[src/rtl/bcd_preset_counter_pkg.sv]
// Shared BCD constants and elaboration-time conversion helpers for the preset counter.
package bcd_preset_counter_pkg;

  localparam int         BCD_W   = 4;
  localparam logic [3:0] BCD_MAX = 4'd9;

  // Binary integer to packed BCD (digit 0 in bits [3:0]), up to 16 digits.
  function automatic logic [63:0] to_bcd(input int value, input int digits);
    logic [63:0] r;
    int          v;
    r = 64'd0;
    v = value;
    for (int i = 0; i < 16; i++) begin
      if (i < digits) begin
        r[4*i +: 4] = 4'(v % 10);
        v = v / 10;
      end else begin
        r[4*i +: 4] = 4'd0;
      end
    end
    return r;
  endfunction

  // Packed BCD to binary integer; digits above 9 give a value that is not meaningful.
  function automatic int bcd_to_int(input logic [63:0] bcd, input int digits);
    int acc;
    acc = 0;
    for (int i = 15; i >= 0; i--) begin
      if (i < digits) begin
        acc = acc * 10 + int'(bcd[4*i +: 4]);
      end else begin
        acc = acc;
      end
    end
    return acc;
  endfunction

endpackage

[src/rtl/bcd_preset_counter_digit.sv]
// One BCD digit of next-state logic: clear, load, increment with carry, decrement with borrow.
module bcd_digit
  import bcd_preset_counter_pkg::*;
(
  input  logic [3:0] value,
  input  logic       inc,
  input  logic       dec,
  input  logic       clear,
  input  logic       load,
  input  logic [3:0] load_val,
  output logic [3:0] next_value,
  output logic       carry_out,
  output logic       borrow_out
);

  assign carry_out  = inc & (value == BCD_MAX);
  assign borrow_out = dec & (value == 4'd0);

  // Select the digit's next value; clear beats load beats inc beats dec.
  always_comb begin
    next_value = value;
    if (clear) begin
      next_value = 4'd0;
    end else if (load) begin
      next_value = load_val;
    end else if (inc) begin
      next_value = (value == BCD_MAX) ? 4'd0 : value + 4'd1;
    end else if (dec) begin
      next_value = (value == 4'd0) ? BCD_MAX : value - 4'd1;
    end else begin
      next_value = value;
    end
  end

endmodule

[src/rtl/bcd_preset_counter.sv]
// Multi-digit BCD up/down counter with validated, edge-triggered preset load.
module bcd_preset_counter
  import bcd_preset_counter_pkg::*;
#(
  parameter int DIGITS = 2,
  parameter int MODULO = 30,
  parameter int WRAP   = 1
) (
  input  logic                  clock,
  input  logic                  reset,
  input  logic                  load,
  input  logic [4*DIGITS-1:0]   preset,
  input  logic                  enable,
  input  logic                  up,
  output logic [4*DIGITS-1:0]   count,
  output logic                  terminal,
  output logic                  wrap,
  output logic                  load_err
);

  localparam int             W         = BCD_W * DIGITS;
  localparam logic [63:0]    TERM_FULL = to_bcd(MODULO - 1, DIGITS);
  localparam logic [W-1:0]   TERM_BCD  = TERM_FULL[W-1:0];
  localparam logic           WRAP_EN   = (WRAP != 0);

  logic [W-1:0]    count_r;
  logic            wrap_r;
  logic            load_err_r;
  logic            load_q;
  logic            load_edge;
  logic            preset_ok;
  logic            load_apply;
  logic            count_step;
  logic            step_up;
  logic            step_down;
  logic            wrap_up;
  logic            wrap_down;
  logic [W-1:0]    next_count;
  logic [DIGITS:0] inc_chain;
  logic [DIGITS:0] dec_chain;
  logic            chain_unused;

  assign count    = count_r;
  assign wrap     = wrap_r;
  assign load_err = load_err_r;
  assign terminal = up ? (count_r == TERM_BCD) : (count_r == {W{1'b0}});

  // A held load request acts only once; load_q clears on reset so a level held
  // across reset release still produces one load.
  assign load_edge  = load & ~load_q;
  assign load_apply = load_edge & preset_ok;

  // A load edge takes precedence over counting, so enable is ignored on that cycle.
  assign count_step = enable & ~load_edge;
  assign step_up    = count_step &  up & ~terminal;
  assign step_down  = count_step & ~up & ~terminal;
  assign wrap_up    = count_step &  up & terminal & WRAP_EN;
  assign wrap_down  = count_step & ~up & terminal & WRAP_EN;

  // Preset is accepted only if every digit is decimal and the value is in range.
  always_comb begin
    preset_ok = 1'b1;
    for (int i = 0; i < DIGITS; i++) begin
      if (preset[4*i +: 4] > BCD_MAX) begin
        preset_ok = 1'b0;
      end else begin
        preset_ok = preset_ok;
      end
    end
    if (bcd_to_int(64'(preset), DIGITS) >= MODULO) begin
      preset_ok = 1'b0;
    end else begin
      preset_ok = preset_ok;
    end
  end

  assign inc_chain[0] = step_up;
  assign dec_chain[0] = step_down;

  // Carry/borrow ripple from digit 0 upward; a down-wrap reuses the load path with MODULO-1.
  for (genvar g = 0; g < DIGITS; g++) begin : g_digit
    bcd_digit u_digit (
      .value      (count_r[4*g +: 4]),
      .inc        (inc_chain[g]),
      .dec        (dec_chain[g]),
      .clear      (wrap_up),
      .load       (load_apply | wrap_down),
      .load_val   (load_apply ? preset[4*g +: 4] : TERM_BCD[4*g +: 4]),
      .next_value (next_count[4*g +: 4]),
      .carry_out  (inc_chain[g+1]),
      .borrow_out (dec_chain[g+1])
    );
  end

  // Carry/borrow out of the top digit never occurs inside the counting range.
  assign chain_unused = inc_chain[DIGITS] ^ dec_chain[DIGITS];

  // State and output registers; reset has top priority and clears everything.
  always_ff @(posedge clock) begin
    if (reset) begin
      count_r    <= {W{1'b0}};
      wrap_r     <= 1'b0;
      load_err_r <= 1'b0;
      load_q     <= 1'b0;
    end else begin
      load_q     <= load;
      count_r    <= next_count;
      wrap_r     <= wrap_up | wrap_down;
      load_err_r <= load_edge & ~preset_ok;
    end
  end

endmodule

[config.mk]
export PLATFORM = sky130hd
export DESIGN_NAME = bcd_preset_counter
export DESIGN_NICKNAME = d
export VERILOG_FILES = /design/src/rtl/bcd_preset_counter_pkg.sv /design/src/rtl/bcd_preset_counter_digit.sv /design/src/rtl/bcd_preset_counter.sv
export SDC_FILE = /design/constraint.sdc
export NUM_CORES = 1
export LEC_CHECK = 0
export CORE_MARGIN = 3
export CORE_UTILIZATION = 52
export DETAILED_ROUTE_END_ITERATION = 7
export GPL_TIMING_DRIVEN = 0
export PLACE_DENSITY = 0.88
export SKIP_LAST_GASP = 1
export SLEW_MARGIN = 20
export SYNTH_ARGS = -nofsm -noshare
export SYNTH_HDL_FRONTEND = slang
export SYNTH_HIERARCHICAL = 1
export SYNTH_SLANG_ARGS = --single-unit
export TNS_END_PERCENT = 30
[constraint.sdc]
create_clock -name clock -period 3.84 [get_ports clock]
set_input_delay 0.96 -clock clock [delete_from_list [all_inputs] [get_ports clock]]
set_output_delay 0.96 -clock clock [all_outputs]
set_load 0.01 [all_outputs]
; Yosys cells after proc, flatten, opt, wreduce, memory -nomap -nowiden
; Cells that the tools add are included.
[classes]
addsub = 5
multipliers = 1
reduce_logical = 6
n_lt_le_gt_ge = 3
eq_ne = 3
bitwise_logic = 19
muxes = 16
[ops]
columns = operator, count
row1 = 4-bit 2-to-1 mux, 12
row2 = 1-bit bitwise AND, 12
row3 = 8-bit by 4-bit adder with 9-bit output, 1
row4 = "9-bit by 5-bit >= comparator with 1-bit output, second input constant", 1
row5 = "4-bit by 1-bit adder with 4-bit output, second input constant", 2
row6 = "4-bit equality test, second input constant", 2
row7 = "8-bit by 6-bit equality test with 1-bit output, second input constant", 1
row8 = "4-bit greater-than comparator, second input constant", 2
row9 = 4-bit zero test, 2
row10 = 8-bit zero test, 1
row11 = "4-bit by 1-bit subtractor with 4-bit output, second input constant", 2
row12 = "4-bit by 3-bit multiplier with 7-bit output, second input constant", 1
row13 = 3-bit nonzero test, 2
row14 = 1-bit NOT, 5
row15 = 1-bit 2-to-1 mux, 4
row16 = 1-bit bitwise OR, 2
row17 = 2-bit OR reduction, 1
[word_totals]
elab_cells = 58
output_inout_bits = 11
in_bits = 13
register_bits = 11

; Depth between registers and ports, before layout
[logic_depth]
ltp_word = 10
mapped_depth = 13
ltp_nobuf = 12

; Modules after synthesis
; Netlist, hierarchy kept.
[modules_own_cells]
columns = module, seq_area_each_um2, n_inst, cells_each, area_per_inst_um2
row1 = bcd_preset_counter, 220.2, 1, 77, 708.2
row2 = bcd_digit, 0.0, 2, 40, 285.3

; Worst setup path before layout
; Ideal clock, no wire load.
[synth_timing]
kind = in2reg
startpoint = input port preset[5]
endpoint = register count_r[3], in the netlist count[3]
setup_time_ps = 66
t_required_ps = 3774
setup_slack_ps = 367
cell_stages = 13
t_arrival_ps = 3407
path_buffers = 1
cell_sequence = ha_1 ha_1 fa_1 nor2b_1 a31oi_1 nor4_4 nand2_2 o31ai_1 clkdlybuf4s18_2 nand2_1 o21a_1 a311oi_1 nor2b_1
[synth_via]
elab_chain_len = 7
elab_cells_between_ends = 11
cone_classes = 1 x add/sub / 1 x mul / 2 x order compare / 4 x mux / 2 x bitwise / 1 x reduce/logical
[synth_rtl]
columns = item, line
row1 = from (decl), bcd_preset_counter.sv:12  ; input logic [4*DIGITS-1:0] preset,
row2 = 4-bit by 3-bit multiplier with 7-bit output, bcd_preset_counter_pkg.sv:30  ; acc = acc * 10 + int'(bcd[4*i +: 4]);
row3 = 8-bit by 4-bit adder with 9-bit output, bcd_preset_counter_pkg.sv:30
row4 = 9-bit by 5-bit >= comparator with 1-bit output, bcd_preset_counter.sv:70  ; if (bcd_to_int(64'(preset), DIGITS) >= MODULO) begin
row5 = 1-bit 2-to-1 mux *, bcd_preset_counter.sv:70
row6 = 1-bit bitwise AND *, bcd_preset_counter.sv:51  ; assign load_apply = load_edge & preset_ok;
row7 = 1-bit bitwise OR or 4-bit 2-to-1 mux (tied branches), "bcd_preset_counter.sv:87, bcd_preset_counter.sv:88"
row8 = 3-bit nonzero test (no source line) or 4-bit 2-to-1 mux (tied branches), n/a
row9 = to (signal assigned), bcd_preset_counter.sv:101  ; count_r <= {W{1'b0}};
row10 = to (signal assigned), bcd_preset_counter.sv:107  ; count_r <= next_count;
row11 = to (decl), bcd_preset_counter.sv:26  ; logic [W-1:0] count_r;
; Mark *: on every way between the ends. The rest lies on a longest branch, timed or not.
; A chain may end at the register's enable or synchronous reset.

; Worst setup path after layout
[layout_timing]
startpoint = input port up
endpoint = output port terminal
[layout_via]
elab_chain_len = 1
[layout_rtl]
columns = item, line
row1 = from (decl), bcd_preset_counter.sv:14  ; input logic up,
row2 = 1-bit 2-to-1 mux, bcd_preset_counter.sv:46  ; assign terminal = up ? (count_r == TERM_BCD) : (count_r == {W{1'b0}});
row3 = to (decl), bcd_preset_counter.sv:16  ; output logic terminal,
; No other way between the ends.

==> metrics.txt <==
routability cong.=0.966; Reg power frac=31.6%; HP Class=reg2reg; CP Max Fanout=5; Nets=217; # diodes=0; root buf cell=clkbuf_4; Post-CTS Hold Buffers=0; unrepaired setup endpoints after global routing=true; Pleak=0.602 nW; final period utilization=103%; Switching Share=39.2%; Clock Path Buffers=2; GRT overflow=0; Worst-path clk slew=0.06 ns; violations in the final reports=negative setup slack; post-layout worst setup margin=-0.127 ns; clock power share=17.2%; CTS sink count=11; mapped cell area=0.00127 mm²; Layout Skew=0.0136 ns; IO Pins=24; die width=55.4 µm; syn_nets=184; initial core utilization=55.9%; largest net degree at the start of global routing=12; Max Fclk=252 MHz; first-pass GRT wire length=5480 µm; DR pass1 iterations=4; FF/Latch Area=220 µm²; Setup TNS=-0.127 ns; area of the core=0.00228 mm²; mean area per synthesized cell=8.15 µm²; initial antenna violation count=0; Slew headroom=64.1%; # rows=17; Cell Count, Final, Fillers Out=216; Synth-to-Final Area Change=27.0%; cell-internal power=0.000288 W; R2R Setup Slk=0.89 ns; Synth Instances=156; Worst-Skew Late Latency=0.28 ns; Die H=55.4 µm; Detail Route Antenna Nets=0; area of the multi-input gates=0.00102 mm²; Placed Instances=207; peak supply drop=0.000197 V; share of post-route cells with drive strength above 1=16.0%; pwr dens=294 mW/mm²; Detailed Place HPWL=2430 µm; H-tree depth=1; min Tclk post-route=3.97 ns; CP Data Required Time=2.88 ns; GRT Overall Usage=21.6%; Slew Limit Fails=0; Final Setup Violations=1; CTS tree=built; CP endpoint kind=output port; Ys Warns=6; status=finished with violations; routed length per instance=15.1 µm; Switch Pwr=0.000186 W; CP arrival=3.01 ns; final-report hold violation count=0; Startpoint Class=primary input; DRT iter0 DRCs=54; Total Wirelength=3260 µm; I/O Buffers=23; # DRC=0; Comb power frac=51.1%; worst-margin pin slew=0.537 ns; full die area=0.00307 mm²; CP Class=in2out; Vias=1362; Setup WS pre-CTS=-0.465 ns; TritonCTS Buffers=3; fillers=183; max-cap violations=0; Avg Vias per Cell=6.31; vias in the first global route=1243
==> path summary, 6_finish.rpt <==
check	startpoint	endpoint	cells after the start
max	up	terminal	4
min	load_q$_SDFF_PP0_	load_err$_SDFF_PP0_	2
max reg2reg	count[5]$_SDFF_PP0_	count[6]$_SDFF_PP0_	9
min reg2reg	load_q$_SDFF_PP0_	load_err$_SDFF_PP0_	2
==> power groups by stage <==
stage	logic, W	clock network (W)	registers, W
after floorplan	0.000144	0	0.000151
after global placement	0.000213	0	0.000150
after detailed placement	0.000222	0	0.000151
after CTS	0.000229	0.0000817	0.000148
after global routing	0.000265	0.0000906	0.000153
final	0.000242	0.0000817	0.000150
==> final cells by class <==
| cell class | count | share of cell area, % |
|---|---|---|
| plain buffers | 3 | 1.16 |
| clock buffers | 4 | 1.63 |
| inverters | 8 | 1.86 |
| multi-input cells | 134 | 63.0 |
| flip-flops and latches | 11 | 13.6 |
| well taps | 28 | 2.17 |
| repair buffers | 28 | 16.5 |
==> worst max-delay path: stages <==
cell             delay, ns
clkdlybuf4s50_1       0.49
or4_1                 0.60
a21oi_1               0.34
clkdlybuf4s50_1       0.61
==> cell usage in the layout, fill, tap and decap left out, types with 4 or more instances in the layout <==
cell type,n
a311oi_1,4
and3_2,5
buf_4,7
clkdlybuf4s50_1,22
dfxtp_1,11
ha_1,13
inv_1,8
nand2_1,18
nand2b_1,5
nand3b_1,4
nor2_1,15
nor2b_1,9
o21ai_0,4
==> routing by layer <==
metal	vias up	global-route usage (%)	routed length [µm]
li1	649	-	-
met1	615	25.4	1270
met2	76	37.3	1620
met3	22	2.34	232
met4	0	12.5	135
met5	-	0	0
==> registers in the layout, indices dropped and copies added (netlist names) <==
name      count
load_err      1
wrap          1
load_q        1
count         8
==> per-stage QoR <==
step | area [µm²] | power [W] | utilization [%] | hold slack, ns
2_1_floorplan | 1270 | 0.000295 | - | 0.582
3_3_place_gp | 1540 | 0.000364 | 67.5 | 0.620
6_report | 1610 | 0.000474 | 70.9 | 0.660
3_5_place_dp | 1540 | 0.000373 | 67.5 | 0.642
5_1_grt | 1610 | 0.000508 | 70.9 | 0.707
4_1_cts | 1590 | 0.000459 | 69.7 | 0.655
==> repair_timing <==
action,CTS,global route
endpoints found under the setup margin,6,8
resized for setup,5,4
pin swaps,1,1
hold endpoints to repair,0,0
setup buffers,4,1
No activity file was read; power rests on OpenSTA's default activity.
